## src/rtl/fuel_volume_meter.sv

```systemverilog
// ============================================================================
// Module   : fuel_volume_meter
// Purpose  : Session volume metering with preset auto-stop, pause/resume and
//            a saturating lifetime totalizer driving the pump relay request.
// Revision : 1.0 - initial release
// ============================================================================
`timescale 1ns/1ps
`default_nettype none

module fuel_volume_meter #(
    parameter int TICK_CYCLES = 1704545,
    parameter int CNT_W       = 21,
    parameter int STEP        = 50,
    parameter int VOL_W       = 16,
    parameter int TOT_W       = 32
) (
    input  logic             clk,
    input  logic             rst,
    input  logic             clear,
    input  logic             start,
    input  logic             stop,
    input  logic [VOL_W-1:0] target,
    input  logic             flow_en,
    output logic             pump_on,
    output logic [VOL_W-1:0] volume,
    output logic [TOT_W-1:0] total,
    output logic             done,
    output logic             busy,
    output logic             sat
);

    typedef enum logic [1:0] {
        IDLE  = 2'd0,
        PUMP  = 2'd1,
        PAUSE = 2'd2,
        DONE  = 2'd3
    } state_t;

    localparam logic [CNT_W-1:0] C_TICK_LAST = CNT_W'(TICK_CYCLES - 1);
    localparam logic [VOL_W:0]   C_STEP      = (VOL_W + 1)'(STEP);
    localparam logic [VOL_W:0]   C_VOL_MAX   = {1'b0, {VOL_W{1'b1}}};
    localparam logic [TOT_W:0]   C_TOT_MAX   = {1'b0, {TOT_W{1'b1}}};

    state_t             state_q, state_d;
    logic [CNT_W-1:0]   cnt_q, cnt_d;
    logic [VOL_W-1:0]   vol_q, vol_d;
    logic [VOL_W-1:0]   tgt_q, tgt_d;
    logic [TOT_W-1:0]   tot_q, tot_d;
    logic               done_q, done_d;
    logic               sat_q, sat_d;
    logic               pump_q;

    logic               w_metering;
    logic               w_tick;
    logic               w_reached;
    logic [VOL_W:0]     w_sum;
    logic [TOT_W:0]     w_tot_sum;

    assign w_metering = (state_q == PUMP) && flow_en;
    assign w_tick     = w_metering && (cnt_q == C_TICK_LAST);
    assign w_sum      = {1'b0, vol_q} + C_STEP;
    assign w_reached  = w_tick && (tgt_q != '0) && (w_sum >= {1'b0, tgt_q});

    always_comb begin
        state_d   = state_q;
        vol_d     = vol_q;
        tgt_d     = tgt_q;
        tot_d     = tot_q;
        sat_d     = sat_q;
        done_d    = 1'b0;
        w_tot_sum = '0;
        cnt_d     = '0;

        // A partial interval is discarded whenever metering is interrupted.
        if (w_metering && !w_tick) begin
            cnt_d = cnt_q + 1'b1;
        end

        if (clear) begin
            state_d = IDLE;
            vol_d   = '0;
            sat_d   = 1'b0;
            cnt_d   = '0;
        end else begin
            if (w_tick) begin
                if (w_reached) begin
                    vol_d   = tgt_q;
                    state_d = DONE;
                    done_d  = 1'b1;
                end else if (w_sum > C_VOL_MAX) begin
                    vol_d = C_VOL_MAX[VOL_W-1:0];
                    sat_d = 1'b1;
                end else begin
                    vol_d = w_sum[VOL_W-1:0];
                end
                // Only the clamped increment reaches the totalizer.
                w_tot_sum = {1'b0, tot_q} + (TOT_W + 1)'(vol_d - vol_q);
                tot_d     = (w_tot_sum > C_TOT_MAX) ? C_TOT_MAX[TOT_W-1:0]
                                                    : w_tot_sum[TOT_W-1:0];
            end

            if (!w_reached) begin
                if (stop && (state_q == PUMP)) begin
                    state_d = PAUSE;
                end else if (start) begin
                    case (state_q)
                        IDLE, DONE: begin
                            state_d = PUMP;
                            vol_d   = '0;
                            sat_d   = 1'b0;
                            tgt_d   = target;
                            cnt_d   = '0;
                        end
                        PAUSE:   state_d = PUMP;
                        default: state_d = state_q;
                    endcase
                end
            end
        end
    end

    always_ff @(posedge clk) begin
        if (rst) begin
            state_q <= IDLE;
            cnt_q   <= '0;
            vol_q   <= '0;
            tgt_q   <= '0;
            tot_q   <= '0;
            done_q  <= 1'b0;
            sat_q   <= 1'b0;
            pump_q  <= 1'b0;
        end else begin
            state_q <= state_d;
            cnt_q   <= cnt_d;
            vol_q   <= vol_d;
            tgt_q   <= tgt_d;
            tot_q   <= tot_d;
            done_q  <= done_d;
            sat_q   <= sat_d;
            pump_q  <= (state_d == PUMP);
        end
    end

    assign pump_on = pump_q;
    assign volume  = vol_q;
    assign total   = tot_q;
    assign done    = done_q;
    assign sat     = sat_q;
    assign busy    = (state_q == PUMP) || (state_q == PAUSE);

endmodule

`default_nettype wire

```

## config.mk

```make
export PLATFORM = sky130hd
export DESIGN_NAME = fuel_volume_meter
export DESIGN_NICKNAME = d
export VERILOG_FILES = /design/src/rtl/fuel_volume_meter.sv
export SDC_FILE = /design/constraint.sdc
export NUM_CORES = 1
export LEC_CHECK = 0
export ABC_CLOCK_PERIOD_IN_PS = 9800
export CELL_PAD_IN_SITES_DETAIL_PLACEMENT = 1
export CELL_PAD_IN_SITES_GLOBAL_PLACEMENT = 1
export CORE_MARGIN = 1
export CORE_UTILIZATION = 30
export DETAILED_ROUTE_END_ITERATION = 16
export PLACE_DENSITY_LB_ADDON = 0.2
export SETUP_SLACK_MARGIN = 0.1
export SYNTH_ARGS = -nofsm -noshare
export SYNTH_HDL_FRONTEND = slang
export SYNTH_SLANG_ARGS = --single-unit
```

## constraint.sdc

```tcl
create_clock -name clk -period 9.8 [get_ports clk]
set_input_delay 1.96 -clock clk [delete_from_list [all_inputs] [get_ports clk]]
set_output_delay 1.96 -clock clk [all_outputs]
set_load 0.1 [all_outputs]
```

==> flow_summary.json <==
{
  "status": "finished, final reports clean",
  "cts_tree": "done",
  "grtUsageTotal": 0.184,
  "fin_crit_sh": 0.877,
  "cts_resized": 0,
  "via_count": 6503,
  "dr.max_layer_used": "met4",
  "hpwl_mm": 16.2,
  "routed_via_density": 5.34,
  "max-cap-violations": 0,
  "fillers": 2719,
  "clock_sinks": 90,
  "synth-seq-cells": 90,
  "core_area_um2": 22600,
  "worst_slew_pin_slew_ns": 1.03,
  "overflow": 0,
  "reg2regPathDepth": 34,
  "whs_path_depth": 1,
  "cp_slowest_cell": "or4_1",
  "hold_violations": 0,
  "synth_flop_cell": "dfxtp_1",
  "wl_met3_um": 485,
  "antenna_cells": 0,
  "dr_wl_met2_mm": 9.81,
  "cts_setup_buffers": 0,
  "syn_area_per_cell_um2": 8.01,
  "rsz0062_at_grt": "no",
  "dr.pass1.iters": 4,
  "postCtsHoldBufs": 0,
  "synth.area.top_cells": "dfxtp_1 26%, ha_1 13%, nor2_1 5.5%, xnor2_1 5.4%, a211oi_1 4.7%",
  "cp.required_ns": 10.01,
  "endpoint_kind": "flip-flop",
  "hp-class": "reg -> reg",
  "crit_type": "reg -> reg",
  "clk_latency_ns": 0.36,
  "fin_skew_ns": 0.0157,
  "clk_pin_slew_worst_paths_ns": 0.07,
  "leakage_nw": 3.20,
  "placed_area_um2": 7950,
  "antenna_found_initial": 0,
  "grt_pass1_wl_mm": 35.0,
  "routedLengthMet1_mm": 10.7,
  "die_y_um": 154,
  "syn-num-nets": 959,
  "ys_types": 71,
  "startpoint_type": "flip-flop",
  "dp.cells": 1202,
  "syn2layout_area_growth_pct": 18.8,
  "drc_errors": 0,
  "routedWlPerCell_um": 17.4,
  "crit_path_frequent_cell": "ha_1",
  "max_stage_delay_ns": 0.48,
  "synth_edf_count": 0,
  "cts_buffers": 9,
  "cp.arrival_ns": 8.81,
  "synthCells": 865,
  "wl_mm": 21.2,
  "port-buffer-count": 73,
  "gp_congestion": 0.841,
  "whs_ns": 0.477,
  "p_per_area_nw_per_um2": 92.8,
  "min-delay-start": "cnt_q[0]",
  "regArea_um2": 1800,
  "synth_top_area_frac": 0.260,
  "layout_common_cells": "101 x nor2_1, 90 x dfxtp_1, 72 x clkdlybuf4s50_1",
  "layout.cells.non_filler": 1218,
  "critPathTopFamily": "compound AO/OA/AOI/OAI gates",
  "ir_drop_mv": 0.0569,
  "yosys_warnings": 0,
  "cts_max_path_buffers": 2,
  "syn_area_um2": 6930,
  "multi_input_comb_area_um2": 4720,
  "final_area_um2": 8230,
  "drt_iter0_markers": 255,
  "max_slew_margin": 0.308,
  "synth_top_cell_by_area": "dfxtp_1",
  "critPathMaxFanout": 22,
  "drv_slew": 0,
  "die_w_um": 154,
  "ant_nets": 0,
  "synthArstFlopShare": 0,
  "final_nets": 1022,
  "min_to": "cnt_q[0]",
  "fin_util": 0.364,
  "rows": 55,
  "r2r-start": "volume[1]",
  "grt_pass1_vias": 6630,
  "start_util": 0.306,
  "tns_ns": 0,
  "setup_viol": 0,
  "layout_commonest_cell": "nor2_1",
  "crit_buf_inv": 2,
  "cts-htree-levels": 3,
  "cts-root-buf": "clkbuf_16",
  "r2r_slack_ns": 1.20,
  "drive_gt1_frac": 0.0600,
  "max_freq_mhz": 116,
  "period_needed_ns": 8.60,
  "dieArea_um2": 23700,
  "pin_count": 74,
  "ys_seq_area_frac": 0.260,
  "r2r-end": "total[21]",
  "grt_start_max_net_pins": 52
}
==> sequential cells by signal, indices dropped and copies added, names as in the netlist <==
| signal | flops |
|---|---|
| cnt_q | 21 |
| tgt_q | 16 |
| done | 1 |
| state_q | 2 |
| volume | 16 |
| total | 32 |
| pump_on | 1 |
| sat | 1 |
==> per-stage QoR <==
stage | total power [W] | setup WS [ns]
global placement | 0.000429 | 1.27
CTS | 0.000782 | 1.22
detailed placement | 0.000429 | 1.15
global route | 0.000796 | 0.421
floorplan | 0.000410 | 1.47
finish | 0.000764 | 1.20
==> worst max path at each step <==
stage          slack [ns]  depth (start not counted)   endpoint  startpoint
2_1_floorplan        1.47                         32  total[29]  volume[10]
3_3_place_gp         1.27                         25  total[31]     flow_en
3_5_place_dp         1.15                         28  total[24]     flow_en
4_1_cts              1.22                         34   total[8]   volume[1]
5_1_grt              0.42                         34  total[22]   volume[1]
6_report             1.20                         34  total[21]   volume[1]
==> cells by family (layout without fill, tap and decap cells) <==
logic type      Yosys count  count (layout)  share of synthesized area
compound gates          261             261                      0.259
xor+xnor                 73              73                     0.0923
fa+ha+maj                72              72                      0.132
buf+inv                  99             167                     0.0598
flops                    90              90                      0.260
simple gates            270             270                      0.197
==> metal layers <==
layer | vias to the layer above | global-route usage
li1 | 3257 | -
met2 | 67 | 0.303
met5 | - | 0
met4 | 0 | 0.0471
met3 | 13 | 0.0231
met1 | 3166 | 0.252
==> Yosys cell counts, types with 3 or more instances <==
| master | instances |
|---|---|
| o22ai_1 | 10 |
| inv_1 | 65 |
| buf_4 | 4 |
| and3_1 | 10 |
| nand3_1 | 37 |
| and2_1 | 3 |
| o21a_1 | 10 |
| o21bai_1 | 6 |
| nand4_1 | 16 |
| a211oi_2 | 9 |
| nor2_1 | 102 |
| nand2_1 | 35 |
| xor2_1 | 30 |
| ha_1 | 70 |
| nand2b_1 | 9 |
| buf_2 | 4 |
| and4_1 | 3 |
| a31oi_1 | 6 |
| nor4b_1 | 4 |
| o21ai_0 | 41 |
| a21oi_1 | 63 |
| buf_6 | 3 |
| a21o_1 | 17 |
| clkbuf_1 | 20 |
| o21ai_1 | 7 |
| nor3_1 | 15 |
| nor4_1 | 8 |
| a22oi_1 | 13 |
| nor2b_1 | 12 |
| a21boi_0 | 4 |
| a211oi_1 | 43 |
| a211o_1 | 3 |
| xnor2_1 | 43 |
| dfxtp_1 | 90 |
==> layout make-up <==
cell class,count,area share
clock buffer,10,0.0278
tap,285,0.0433
timing repair buffer,84,0.0997
inverter,67,0.0306
sequential,90,0.219
multi-input combinational,676,0.574
clock inverter,6,0.00578
==> power breakdown <==
group	leakage [nW]	switching (W)	total [W]	internal (W)
clock	0.134	0.000169	0.000344	0.000175
combinational	2.34	0.0000284	0.0000472	0.0000189
sequential	0.727	0.00000395	0.000373	0.000369
Note: power is estimated with default switching activity, not from simulation.
